File: src/rtl/dac_slew_ctrl.sv
// dac_slew_ctrl
// Output stage in front of the actuator DAC. It takes a signed target code over
// a valid/ready handshake and walks the registered DAC code toward it. Each step
// moves the code by at most MAX_STEP, and one step happens every STEP_DIV cycles.
// After the target is reached it waits SETTLE_CYCLES and then pulses settled_o.
// That pulse tells the loop that a measurement may start.
//
// state  | meaning
// -------+-------------------------------------------------------------
// IDLE   | ready for a new target; the DAC code holds
// SLEW   | stepping toward the latched target once every STEP_DIV cycles
// SETTLE | target reached; counting down the settling wait
//
// Ports:
//   clk_i           rising-edge clock
//   rst_n_i         synchronous active-low reset
//   target_code_i   requested code, two's complement
//   target_valid_i  target_code_i is valid
//   target_ready_o  high in IDLE
//   dac_code_o      registered output code, two's complement
//   dac_code_ob_o   offset-binary form of dac_code_o for the DAC pins
//   busy_o          high in SLEW or SETTLE
//   settled_o       one-cycle pulse when settling completes
module dac_slew_ctrl #(
    parameter int DAC_WIDTH     = 14,
    parameter int MAX_STEP      = 64,
    parameter int STEP_DIV      = 4,
    parameter int SETTLE_CYCLES = 125,
    parameter int CNT_WIDTH     = 16
) (
    input  logic                        clk_i,
    input  logic                        rst_n_i,
    input  logic signed [DAC_WIDTH-1:0] target_code_i,
    input  logic                        target_valid_i,
    output logic                        target_ready_o,
    output logic signed [DAC_WIDTH-1:0] dac_code_o,
    output logic        [DAC_WIDTH-1:0] dac_code_ob_o,
    output logic                        busy_o,
    output logic                        settled_o
);

    typedef enum logic [1:0] {
        S_IDLE   = 2'd0,
        S_SLEW   = 2'd1,
        S_SETTLE = 2'd2
    } state_t;

    localparam logic signed [DAC_WIDTH:0]   MAX_STEP_W = (DAC_WIDTH+1)'(MAX_STEP);
    // The step can equal 2^(DAC_WIDTH-1), which is not representable as a
    // positive DAC_WIDTH-bit value. Modular add/subtract still gives the
    // right code, because the result always lies between the current code
    // and the target.
    localparam logic        [DAC_WIDTH-1:0] STEP_N     = DAC_WIDTH'(MAX_STEP);
    localparam logic        [CNT_WIDTH-1:0] DIV_LAST   = CNT_WIDTH'(STEP_DIV - 1);
    localparam logic        [CNT_WIDTH-1:0] SET_LAST   = CNT_WIDTH'(SETTLE_CYCLES - 1);

    state_t                        state_q;
    logic signed [DAC_WIDTH-1:0]   target_q;
    logic signed [DAC_WIDTH-1:0]   dac_q;
    logic        [CNT_WIDTH-1:0]   div_q;
    logic        [CNT_WIDTH-1:0]   settle_q;
    logic                          settled_q;

    logic signed [DAC_WIDTH:0]     diff_d;
    logic signed [DAC_WIDTH:0]     abs_d;
    logic        [DAC_WIDTH-1:0]   step_code_d;

    // Both operands are widened by one bit so that the difference cannot overflow.
    always_comb begin
        diff_d      = {target_q[DAC_WIDTH-1], target_q} - {dac_q[DAC_WIDTH-1], dac_q};
        abs_d       = diff_d[DAC_WIDTH] ? -diff_d : diff_d;
        step_code_d = diff_d[DAC_WIDTH] ? (dac_q - STEP_N) : (dac_q + STEP_N);
    end

    always_ff @(posedge clk_i) begin
        if (!rst_n_i) begin
            state_q   <= S_IDLE;
            target_q  <= '0;
            dac_q     <= '0;
            div_q     <= '0;
            settle_q  <= '0;
            settled_q <= 1'b0;
        end else begin
            settled_q <= 1'b0;
            case (state_q)
                S_IDLE: begin
                    if (target_valid_i) begin
                        target_q <= target_code_i;
                        if (target_code_i == dac_q) begin
                            state_q  <= S_SETTLE;
                            settle_q <= '0;
                        end else begin
                            state_q <= S_SLEW;
                            div_q   <= '0;
                        end
                    end
                end
                S_SLEW: begin
                    if (div_q == DIV_LAST) begin
                        div_q <= '0;
                        if (abs_d <= MAX_STEP_W) begin
                            dac_q    <= target_q;
                            state_q  <= S_SETTLE;
                            settle_q <= '0;
                        end else begin
                            dac_q <= step_code_d;
                        end
                    end else begin
                        div_q <= div_q + 1'b1;
                    end
                end
                S_SETTLE: begin
                    if (settle_q == SET_LAST) begin
                        state_q   <= S_IDLE;
                        settle_q  <= '0;
                        settled_q <= 1'b1;
                    end else begin
                        settle_q <= settle_q + 1'b1;
                    end
                end
                default: state_q <= S_IDLE;
            endcase
        end
    end

    assign target_ready_o = (state_q == S_IDLE);
    assign busy_o         = (state_q != S_IDLE);
    assign dac_code_o     = dac_q;
    assign dac_code_ob_o  = {~dac_q[DAC_WIDTH-1], dac_q[DAC_WIDTH-2:0]};
    assign settled_o      = settled_q;

endmodule

File: config.mk
export PLATFORM = sky130hd
export DESIGN_NAME = dac_slew_ctrl
export DESIGN_NICKNAME = d
export VERILOG_FILES = /design/src/rtl/dac_slew_ctrl.sv
export SDC_FILE = /design/constraint.sdc
export NUM_CORES = 1
export LEC_CHECK = 0
export ABC_AREA = 1
export CORE_MARGIN = 8
export CORE_UTILIZATION = 40
export CTS_BUF_LIST = sky130_fd_sc_hd__clkbuf_16
export DETAILED_ROUTE_END_ITERATION = 10
export GPL_TIMING_DRIVEN = 0
export HOLD_SLACK_MARGIN = 0.05
export SYNTH_ARGS = -nofsm -noshare
export SYNTH_HDL_FRONTEND = slang
export SYNTH_SLANG_ARGS = --single-unit
File: constraint.sdc
create_clock -name clk_i -period 3.6 [get_ports clk_i]
set_input_delay 0.9 -clock clk_i [delete_from_list [all_inputs] [get_ports clk_i]]
set_output_delay 0.9 -clock clk_i [all_outputs]
set_load 0.05 [all_outputs]
---- After elaboration in Yosys (flattened, before gate mapping) ----
Cells that the tools add are included.
word-level totals
  register bits ........................... 63
  bits in latches ......................... 0
  memory bits (writable) .................. 0
  bits in read-only memories .............. 0
  input bits .............................. 17
  output and inout bits ................... 31
  word-level logic and storage cells ...... 55
  memories kept ........................... 0
operators by class
  add/sub/neg operators ................... 6
  $mul .................................... 0
  div/mod/pow operators ................... 0
  order comparisons ....................... 1
  equality and inequality tests ........... 11
  shifts and indexed selects .............. 0
  muxes and demuxes ....................... 20
  bitwise operators ....................... 1
  reductions and logical operators ........ 10
operators with widths
  cell                                                                     count
  16-bit two-way mux                                                       8
  16-bit one-hot mux with 3 select lines                                   1
  16-bit by 1-bit adder with 16-bit output (second input constant)         2
  16-bit one-hot mux with 2 select lines                                   1
  14-bit two-way mux                                                       2
  16-bit by 2-bit == test with 1-bit output (second input constant)        1
  16-bit by 7-bit == test with 1-bit output (second input constant)        1
  15-bit by 8-bit <= comparator with 1-bit output (second input constant)  1
  15-bit two-way mux                                                       1
  15-bit negator                                                           1
  14-bit by 14-bit subtractor with 15-bit output                           1
  14-bit by 7-bit adder with 14-bit output (second input constant)         1
  14-bit == test                                                           1
  14-bit by 7-bit subtractor with 14-bit output (second input constant)    1
  2-bit two-way mux                                                        5
  2-bit != test (second input constant)                                    5
  2-bit one-hot mux with 3 select lines                                    1
  2-bit AND reduction                                                      3
  5-bit AND reduction                                                      1
  4-bit AND reduction                                                      1
  2-bit nonzero test                                                       2
  3-bit AND reduction                                                      1
  3-bit nonzero test                                                       1
  2-bit by 1-bit == test with 1-bit output (second input constant)         1
  other kinds (5)                                                          5

---- Longest topological paths before layout ----
  word-level depth ........................ 7
  gate-level depth with buffers ........... 27
  gate-level depth less buffers ........... 25

---- Worst setup path before layout ----
No wires, ideal clock.
  path kind ............................... reg2reg
  start point ............................. register dac_q[13] (netlist: dac_code_o[13])
  end point ............................... register dac_q[13] (netlist: dac_code_o[13])
  library setup time ...................... 132 ps
  arrival ................................. 3,707 ps
  data required time ...................... 3,468 ps
  path slack .............................. -240 ps
  stages on the path, launching flop included .. 20
  buffers on the path ..................... 1
  clock period less this slack ............ 3,840 ps
  path through ............................ dfxtp_1 -> inv_1 -> ha_1 -> inv_1 -> nor3_2 -> nand3_2 -> nand3_1 -> nand2_4 -> buf_4 -> ha_1 -> a21oi_1 -> nand2_1 -> a21oi_1 -> o21ai_0 -> a21o_1 -> a21oi_1 -> xnor2_1 -> nand3_1 -> nand3_1 -> a21oi_1
on the way
  cells in the longest elaborated chain, start to end .. 5
  elaborated cells between the ends (all ways) .. 8
  classes of those cells .................. 4 x add/sub; 1 x order compare; 3 x mux
ends and longest elaborated chain
  element                                          line  text
  start, declared                                  59    logic signed [DAC_WIDTH-1:0] dac_q;
  start signal, assigned                           102   dac_q <= target_q;
  start signal, assigned                           106   dac_q <= step_code_d;
  14-bit by 14-bit subtractor with 15-bit output   70    diff_d = {target_q[DAC_WIDTH-1], target_q} - {dac_q[DAC_WIDTH-1], dac_q};
  15-bit negator                                   71    abs_d = diff_d[DAC_WIDTH] ? -diff_d : diff_d;
  15-bit two-way mux                               71
  15-bit by 8-bit <= comparator with 1-bit output  101   if (abs_d <= MAX_STEP_W) begin
  14-bit two-way mux *                             101
Mark *: on every way between the ends. The rest lies on a longest branch, timed or not.
A chain may end at the register's enable or synchronous reset.

---- Worst setup path after layout ----
  start point ............................. register dac_q[7] (netlist: dac_code_o[7])
  end point ............................... register dac_q[13] (netlist: dac_code_o[13])
The elaborated chain is that of the path after synthesis.

==> results.rst <==
.. list-table::
   :header-rows: 1

   * - Metric
     - Value
   * - Layout cell share with drive strength beyond 1
     - 9.745%
   * - Total length of routed wires
     - 12940 µm
   * - Worst-path fanout max
     - 12
   * - Endpoints failing hold
     - 0
   * - Via count of the routed design
     - 5075
   * - IR drop worst, VDD
     - 263.3 µV
   * - HPWL after detailed placement
     - 10380 µm
   * - Worst setup path endpoint
     - dac_code_o[13]$_SDFFE_PN0P_
   * - Height of the die
     - 127 µm
   * - Yosys Warn Count
     - 0
   * - Number of buffers on the longest clock path
     - 2
   * - Worst hold-check path type
     - flip-flop to flip-flop
   * - Reg-to-reg setup timing slack
     - 220 ps
   * - Final setup skew
     - 7.991 ps
   * - Clock Tree Root
     - clkbuf_16
   * - Initial antenna violation count
     - 0
   * - Weighted congestion at the end of routability-driven global placement
     - 0.8689
   * - Pins over their slew limit
     - 0
   * - Post-synthesis net count
     - 841
   * - Layout Nets
     - 902
   * - Post-Place Cells
     - 992
   * - Logic depth of the worst register-to-register path
     - 20
   * - Number of buffer cells added on primary ports
     - 47
   * - Clock insertion delay at the later pin of the skew report
     - 330 ps
   * - Kind of end point of the critical path
     - flip-flop
   * - Effective utilization at floorplan
     - 41.03%
   * - Number of register bits inferred by synthesis
     - 63
   * - Remaining Overflow, GRT
     - 0
   * - Layout overhead on the synthesized area
     - 20.39%
   * - Clock transition at path regs
     - 60 ps
   * - Power per Cell Area
     - 457.4 nW/µm²
   * - Total Die Area
     - 16130 µm²
   * - Cell Area, Synth
     - 4928 µm²
   * - Status
     - completed
   * - Avg Inst Size Synth
     - 6.176 µm²
   * - Number of vias per cell
     - 5.030
   * - Final period demand of the worst path
     - 3378 ps
   * - Fin util
     - 49.40%
   * - TritonRoute pass-1 iters
     - 5
   * - Placement row count
     - 40
   * - First-pass GRT wire length
     - 21910 µm
   * - TritonCTS sink count
     - 63
   * - Static Leak
     - 2.753 nW
   * - Start of the worst register-to-register path
     - dac_code_o[7]$_SDFFE_PN0P_
   * - Count of distinct cell types in the synthesized netlist
     - 36
   * - Number of buffers added by the clock tree synthesis step
     - 9
   * - CP Data Required Time
     - 3790 ps
   * - Maximum number of pins on one net before global-route repair
     - 20
   * - Setup-failing EPs final
     - 0
   * - Maximum clock rate
     - 296.0 MHz
   * - Post-synthesis instance total
     - 798
   * - Max cap viols
     - 0
   * - Number of design rule violations left after detail routing
     - 0
   * - CP startpoint
     - dac_code_o[7]$_SDFFE_PN0P_
   * - CTS tree
     - yes
   * - Worst-Margin Slew
     - 672.0 ps
   * - Count of boundary I/O pins
     - 48
   * - Core region area
     - 12010 µm²
   * - Htree depth
     - 3
   * - Number of nets still failing antenna checks after routing
     - 0
   * - Drt first-iter violations
     - 222
   * - Antenna diode count
     - 0
   * - Relative max-transition margin
     - 55.20%
   * - Global router's overall resource usage
     - 16.36%
   * - Arrival time at the worst endpoint
     - 3570 ps
   * - FF-to-FF End
     - dac_code_o[13]$_SDFFE_PN0P_
   * - Sort of element at the start of the critical path
     - flip-flop
   * - Post-route fraction of the period consumed by the critical path
     - 93.84%
   * - DIE WIDTH
     - 127 µm
   * - Type of the worst setup path
     - flip-flop to flip-flop
   * - Sequential cell area fraction in the yosys report
     - 25.59%
   * - Vias in the first global route
     - 4757
   * - Filler-free cell count of the finished design
     - 1009
   * - Design Power
     - 2.714 mW
   * - Wire length per cell
     - 12.82 µm
   * - Unrepaired setup endpoints after global routing
     - yes
## Yosys cell counts, drive strengths merged
library cell / n / area share, %
nand2: 228 / 18
a21oi: 65 / 6.9
fa: 2 / 0.81
a31oi: 3 / 0.38
buf: 19 / 3.0
nor2: 71 / 5.7
nand3: 72 / 8.1
o21ai: 39 / 4.0
clkbuf: 11 / 0.84
a21o: 1 / 0.15
nor3: 9 / 1.0
xnor2: 11 / 2.0
ha: 24 / 6.1
inv: 128 / 9.7
nor3b: 2 / 0.30
a21boi: 1 / 0.15
o21a: 8 / 1.2
nor4: 8 / 1.0
xor2: 10 / 1.8
nand4: 16 / 2.0
dfxtp: 63 / 26
o221a: 1 / 0.23
or2: 4 / 0.51
nand3b: 2 / 0.30
## worst min-delay path by stage
stage                             start                          to  slack (ps)  depth (start not counted)
2_1_floorplan  settle_q[6]$_SDFFE_PN0P_    settle_q[6]$_SDFFE_PN0P_         440                          2
3_3_place_gp   target_q[0]$_SDFFE_PN0P_  dac_code_o[0]$_SDFFE_PN0P_         450                          1
3_5_place_dp   settle_q[6]$_SDFFE_PN0P_    settle_q[6]$_SDFFE_PN0P_         460                          2
4_1_cts        settle_q[6]$_SDFFE_PN0P_    settle_q[6]$_SDFFE_PN0P_         460                          2
5_1_grt        settle_q[6]$_SDFFE_PN0P_    settle_q[6]$_SDFFE_PN0P_         470                          2
6_report       settle_q[6]$_SDFFE_PN0P_    settle_q[6]$_SDFFE_PN0P_         460                          2
## flip-flops by register name, summed over array words and instances (netlist names)
register,cells
state_q,2
settled_o,1
dac_code_o,14
target_q,14
settle_q,16
div_q,16
## metal layers
layer	GRT usage, %	up-vias	part of all wire (%)	routed length (µm)
li1	-	2657	-	-
met1	18.89	2326	44	5691
met2	30.04	72	52	6674
met3	2.413	20	2.6	335
met4	5.668	0	1.9	240
met5	0	-	0	0
## worst max-delay path, cell delays in order (launching register included)
cell and delay, ps:
dfxtp_2 470, inv_1 80, ha_1 380, nand2_1 100, nand2_1 60, nand2_1 60, nand2_1 80, a21oi_1 180
nand3_1 140, nand2_4 200, ha_4 250, a21oi_1 140, nand2_1 100, a21oi_2 140, o21ai_1 100, a21o_1 170
a21oi_1 150, xnor2_1 140, nand3_1 90, nand3_1 130, a21oi_1 80
## metrics by stage
step / hold slack [ps] / instance area [µm²] / setup WS [ps] / TNS (ps)
2_1_floorplan: 439.1 / 4938 / 61.03 / 0
3_3_place_gp: 450.0 / 5593 / -195.9 / -1293
3_5_place_dp: 457.0 / 5593 / -282.4 / -2338
4_1_cts: 463.7 / 5847 / 10.37 / 0
5_1_grt: 473.3 / 5933 / -30.16 / -34.78
6_report: 459.2 / 5933 / 221.8 / 0
## layout make-up
type,instances,area (µm²)
Buffer,28,180.2
Multi-Input combinational cell,577,3058
Tap cell,147,183.9
Clock buffer,9,225.2
Sequential cell,63,1272
Clock inverter,5,21.27
Timing Repair Buffer,52,508.0
Fill cell,1273,6078
Inverter,128,484.2
## cells in the final DEF, fill, tap and decap left out, types with 3 or more instances in the layout
cell,netlist,final
nand2_1,218,217
inv_1,126,127
nor2_1,67,66
nand3_1,66,66
a21oi_1,61,59
dfxtp_1,63,56
clkdlybuf4s50_1,0,47
o21ai_0,36,35
ha_1,24,20
buf_4,15,19
nand4_1,16,16
xnor2_1,11,11
xor2_1,10,10
clkbuf_1,11,10
clkbuf_16,0,9
o21a_1,8,8
nand2_2,7,8
nor4_1,8,8
nor3_1,8,8
a21oi_2,4,6
dfxtp_2,0,6
nand3_2,5,4
nor2_2,3,4
or2_2,4,4
nand2_4,3,3
buf_6,3,3
o21ai_1,3,3
## kinds of logic after synthesis
family | Yosys count | share of synthesized area, %
DFF | 63 | 25.59
buffers and inverters | 158 | 13.63
and+or+nand+nor | 412 | 37.14
adders and majority gates | 26 | 6.905
AOI/OAI and AO/OA | 118 | 13.00
xor gates and xnor gates | 21 | 3.732
## power by group
group | internal [mW] | switching, mW
combinational | 0.438 | 0.780
sequential | 0.729 | 0.0276
clock | 0.447 | 0.291
total | 1.61 | 1.10
## what timing repair did
| item | in CTS | in global routing |
|---|---|---|
| resized for setup | 3 | 14 |
| hold buffers | 0 | 0 |
| pin swaps | 0 | 1 |
| setup buffers | 0 | 5 |
| setup endpoints to repair | 2 | 38 |
Power figures use the tool's default switching activity.
